--- config.mk ---
export PLATFORM = sky130hd
export DESIGN_NAME = rr_arbiter8
export DESIGN_NICKNAME = d
export VERILOG_FILES = /design/src/rtl/arb_pkg.sv /design/src/rtl/rr_pick8.sv /design/src/rtl/rr_arbiter8.sv
export SDC_FILE = /design/constraint.sdc
export NUM_CORES = 1
export LEC_CHECK = 0
export CAP_MARGIN = 20
export CORE_ASPECT_RATIO = 1.75
export CORE_UTILIZATION = 50
export DETAILED_ROUTE_END_ITERATION = 12
export GPL_ROUTABILITY_DRIVEN = 0
export PLACE_DENSITY_LB_ADDON = 0.12
export SETUP_SLACK_MARGIN = 0.05
export SLEW_MARGIN = 20
export SYNTH_ARGS = -nofsm -noshare
export SYNTH_HDL_FRONTEND = slang
export SYNTH_HIERARCHICAL = 1
export SYNTH_SLANG_ARGS = --single-unit
--- constraint.sdc ---
create_clock -name clk -period 4 [get_ports clk]
set_input_delay 0.4 -clock clk [delete_from_list [all_inputs] [get_ports clk]]
set_output_delay 0.4 -clock clk [all_outputs]
set_load 0.01 [all_outputs]
--- src/rtl/arb_pkg.sv ---
// Shared definitions for the 8-way round-robin arbiter.
//   N_REQ       : number of requesters
//   IDX_W       : width of the encoded grant index
//   arb_state_e : arbiter FSM states
package arb_pkg;
  localparam int N_REQ = 8;
  localparam int IDX_W = 3;

  typedef enum logic {
    ARB_IDLE = 1'b0,
    ARB_BUSY = 1'b1
  } arb_state_e;
endpackage

--- src/rtl/rr_pick8.sv ---
// Combinational round-robin pick among 8 requesters.
//   i_req    : request vector
//   i_ptr    : index with highest priority this round
//   o_onehot : one-hot winner (all-zero when no request)
//   o_idx    : binary index of the winner (0 when no request)
//   o_any    : at least one request present
module rr_pick8
  import arb_pkg::*;
(
  input  logic [N_REQ-1:0] i_req,
  input  logic [IDX_W-1:0] i_ptr,
  output logic [N_REQ-1:0] o_onehot,
  output logic [IDX_W-1:0] o_idx,
  output logic             o_any
);

  logic [2*N_REQ-1:0] w_rot_dbl;
  logic [N_REQ-1:0]   w_rot;
  logic [IDX_W-1:0]   w_ridx;
  logic [N_REQ-1:0]   w_rot_oh;
  logic [2*N_REQ-1:0] w_back_dbl;

  always_comb begin
    // Rotate right by ptr so the pointer position lands on bit 0.
    w_rot_dbl = {i_req, i_req} >> i_ptr;
    w_rot     = w_rot_dbl[N_REQ-1:0];
    o_any     = |w_rot;

    // LSB-first fixed priority: scanning downward leaves the lowest set bit.
    w_ridx = '0;
    for (int i = N_REQ-1; i >= 0; i--) begin
      if (w_rot[i]) w_ridx = IDX_W'(i);
    end
    w_rot_oh = o_any ? (N_REQ'(1) << w_ridx) : '0;

    // Rotate the winner back left by ptr into requester numbering.
    w_back_dbl = {w_rot_oh, w_rot_oh} << i_ptr;
    o_onehot   = w_back_dbl[2*N_REQ-1:N_REQ];
    o_idx      = o_any ? (w_ridx + i_ptr) : '0;
  end

endmodule

--- src/rtl/rr_arbiter8.sv ---
// Round-robin arbiter, 8 requesters, request/done handshake with hold limit.
//   clk, rst_n  : clock, async active-low reset
//   req         : per-requester level request
//   done        : owner releases the resource (only looked at while owned)
//   grant       : registered one-hot owner
//   grant_idx   : registered binary index of owner (0 when none)
//   grant_valid : an owner exists
//   timeout     : one-cycle pulse after a forced release by HOLD_MAX
module rr_arbiter8
  import arb_pkg::*;
#(
  parameter int HOLD_MAX = 15
) (
  input  logic             clk,
  input  logic             rst_n,
  input  logic [N_REQ-1:0] req,
  input  logic             done,
  output logic [N_REQ-1:0] grant,
  output logic [IDX_W-1:0] grant_idx,
  output logic             grant_valid,
  output logic             timeout
);

  localparam int HW = (HOLD_MAX < 1) ? 1 : $clog2(HOLD_MAX+1);
  localparam logic [HW-1:0] HOLD_LAST = HW'((HOLD_MAX > 0) ? HOLD_MAX-1 : 0);
  localparam logic [HW-1:0] HOLD_SAT  = HW'(HOLD_MAX);

  arb_state_e       r_state;
  logic [IDX_W-1:0] r_ptr;
  logic [HW-1:0]    r_hold;

  logic [N_REQ-1:0] w_oh;
  logic [IDX_W-1:0] w_idx;
  logic             w_any;
  logic             w_owner_req;
  logic             w_limit;
  logic             w_release;

  rr_pick8 u_pick (
    .i_req    (req),
    .i_ptr    (r_ptr),
    .o_onehot (w_oh),
    .o_idx    (w_idx),
    .o_any    (w_any)
  );

  // r_hold counts completed owned cycles; hitting HOLD_MAX-1 means the
  // current cycle is the last one allowed.
  assign w_owner_req = req[grant_idx];
  assign w_limit     = (HOLD_MAX != 0) && (r_hold == HOLD_LAST);
  assign w_release   = done || !w_owner_req || w_limit;

  always_ff @(posedge clk or negedge rst_n) begin
    if (!rst_n) begin
      r_state     <= ARB_IDLE;
      r_ptr       <= '0;
      r_hold      <= '0;
      grant       <= '0;
      grant_idx   <= '0;
      grant_valid <= 1'b0;
      timeout     <= 1'b0;
    end else begin
      timeout <= 1'b0;
      case (r_state)
        ARB_IDLE: begin
          if (w_any) begin
            grant       <= w_oh;
            grant_idx   <= w_idx;
            grant_valid <= 1'b1;
            r_hold      <= '0;
            r_state     <= ARB_BUSY;
          end
        end
        ARB_BUSY: begin
          if (w_release) begin
            r_ptr       <= grant_idx + 3'd1;
            grant       <= '0;
            grant_idx   <= '0;
            grant_valid <= 1'b0;
            // done and withdraw both outrank the limit for reporting.
            timeout     <= !done && w_owner_req;
            r_state     <= ARB_IDLE;
          end else if (r_hold != HOLD_SAT) begin
            r_hold <= r_hold + 1'b1;
          end
        end
        default: r_state <= ARB_IDLE;
      endcase
    end
  end

endmodule
==> metrics <==
pin count of the biggest net entering global routing 34; Setup Skew 0.00857 ns; # resized after CTS 0; DR vias/cell 6.63; post-CTS setup buffer count 0; FF-to-FF setup slack 0.61 ns; core area 0.00498 mm2; Hold Path Class input port to async pin; Clock Latency Late Sink 0.26 ns; layout cell share with drive strength beyond 1 16.6%; RSZ-0062 raised after global routing false; die height 97.3 um; WS Path Type register to register; P_leak 1.23 nW; Vias 2,558; final setup fails 0; Rows 34; Worst Setup Start Kind register; placed cell count 382; Mean Syn Cell Area 8.18 um2; FFs w/ async S/R, synth 100%; Slew Viols, Final 0; Post-Synthesis Cells 317; Crit Path Max Fanout 17; die area 0.00549 mm2; Clock Tree Buf Depth 2; Post-Layout Cell Count 386; mapped cell area 0.00259 mm2; GR Overflow Total 0; warnings from Yosys 6; Clock transition at path regs 0.08 ns; Fmax 0.295 GHz; first-pass GRT wire length 11,900 um; final net count 348; worst reg2reg endpoint grant_idx[2]; Crit. End Element register; die width 56.4 um; Synth cell types 71; initial cell density of the core 52.1%; io pins 24; CTS H-tree depth 1; CTS tree built; CTS root buffer clkbuf_8; clk sink count 21; status completed; Post-Route WL 7200 um; gr usage total 26.8%; initial DRC count 112; I/O Buffers 23; crit path DAT 3.52 ns; Final min period 3.39 ns; 1st-pass router iterations 5; vias in the first global route 2,433; n_diodes 0; Reg2Reg Depth 13; total CTS buffers 3; actual slew at the worst max-slew pin 0.597 ns; Slew headroom 60.0%; Final period util 84.7%; max-cap viol count 0; P per Cell Area 690 mW/mm2; Hold Slack 0.0922 ns; area delta synth->final 11.6%; register area share after synthesis 20.3%; Max VDD drop 0.000446 V; Post-CTS Hold Fix Bufs 0; final hold vios 0; Detail Placement HPWL 5420 um; number of synthesized flops with an enable pin 0; initial antenna violation count 0; Post-synth top flop dfrtp_1; Net Count, Synth 332; Final TNS setup 0 ns; flops & latches, synth 21; DRC errors left 0; RR Startpoint r_ptr[0]; CP Data Required Time 4.13 ns; antenna-violating nets left 0; routed len/inst 18.6 um
layout make-up:
type | count | area (um2)
inverter | 10 | 37.5
timing repair buffer | 36 | 323
multi-input combinational | 261 | 1900
sequential | 21 | 526
tap | 54 | 67.6
fill | 457 | 2080
clock buffer | 4 | 45.0
cells by family after synthesis:
group | after synthesis | synth area share, %
flip-flops | 21 | 20.3
AO/OA/AOI/OAI | 96 | 30.9
multiplexers | 38 | 15.9
XOR/XNOR | 1 | 0.338
buffers and inverters | 35 | 6.66
AND/OR/NAND/NOR | 122 | 24.0
adder cells (fa/ha/maj) | 4 | 1.93
worst max path at each step:
stage / start / end / slack (ns)
final: r_ptr[0] / grant_idx[2] / 0.61
after global routing: req[2] / grant[4] / 0.39
after CTS: r_ptr[0] / grant_idx[2] / 0.71
after detailed placement: req[4] / grant_idx[2] / 0.47
after global placement: req[2] / grant[4] / 0.51
after floorplan: r_ptr[2] / grant_idx[2] / 1.19
placed cells by master, fill, tap and decap left out, types with 4 or more instances in the layout:
cell type / synthesis / final
dfrtp_1: 21 / 21
and3_1: 5 / 5
o22ai_1: 6 / 6
nor2b_1: 8 / 8
o21ai_0: 7 / 7
a211oi_1: 9 / 9
mux2i_1: 24 / 24
nor2_1: 19 / 19
and2_1: 4 / 4
o22ai_2: 10 / 10
mux2_2: 6 / 6
nand4_1: 5 / 5
a31oi_1: 7 / 7
clkdlybuf4s50_1: 0 / 22
ha_1: 4 / 4
buf_4: 1 / 13
mux2_1: 6 / 6
a21oi_1: 15 / 15
nand2_1: 49 / 49
nor3_1: 5 / 5
inv_1: 8 / 8
nand2b_1: 5 / 5
o21ai_1: 5 / 5
nand3_1: 5 / 5
critical path, stage by stage (launching register included):
cell      delay, ns
dfrtp_1        0.55
buf_4          0.30
mux2_1         0.38
nor3_1         0.20
a211oi_1       0.07
a31oi_1        0.33
o21a_1         0.25
nor2_1         0.10
ha_1           0.18
a21oi_1        0.24
mux2i_1        0.12
mux2_2         0.27
mux2i_1        0.16
o22ai_2        0.09
routing by layer:
layer	vias to the layer above	GRT usage, %	share of wire (%)
li1	1222	-	-
met1	1225	31.1	41
met2	88	47.3	52
met3	23	2.13	3.2
met4	0	14.1	4.3
met5	-	0	0
report_power, final:
part | internal, mW | total [mW] | switching (mW) | leakage, nW
clock network | 0.0709 | 0.138 | 0.0672 | 0.0228
registers | 0.283 | 0.390 | 0.108 | 0.275
logic | 0.630 | 1.47 | 0.838 | 0.929
total | 0.984 | 2.00 | 1.01 | 1.23
flip-flops by register name, indices dropped and copies added, names as in the netlist:
signal	cells
timeout	1
grant_idx	3
grant_valid	1
r_ptr	3
grant	8
r_state	1
r_hold	4
synthesized netlist by cell type, types with 6 or more instances:
cell type	instances	area share [%]
nor2_1	19	2.7
a211oi_1	9	2.6
nor2b_1	8	1.9
a31oi_1	7	1.7
o22ai_1	6	1.4
o22ai_2	10	4.8
a21oi_1	15	2.9
clkbuf_1	6	0.87
dfrtp_1	21	20
mux2_1	6	2.6
o21ai_0	7	1.4
inv_1	8	1.2
mux2i_1	24	9.3
mux2_2	6	2.6
buf_2	12	2.3
nand2_1	49	7.1
through the flow:
stage / total power, mW / worst slack [ns] / utilization (%) / cell area (um2)
final: 2.00 / 0.610 / 58.1 / 2890
after global routing: 2.16 / 0.393 / 58.1 / 2890
after CTS: 1.98 / 0.707 / 58.2 / 2900
after detailed placement: 1.84 / 0.467 / 57.3 / 2850
after global placement: 1.82 / 0.506 / 57.3 / 2850
after floorplan: 1.50 / 1.19 / - / 2590
No activity file was read; power rests on OpenSTA's default activity.
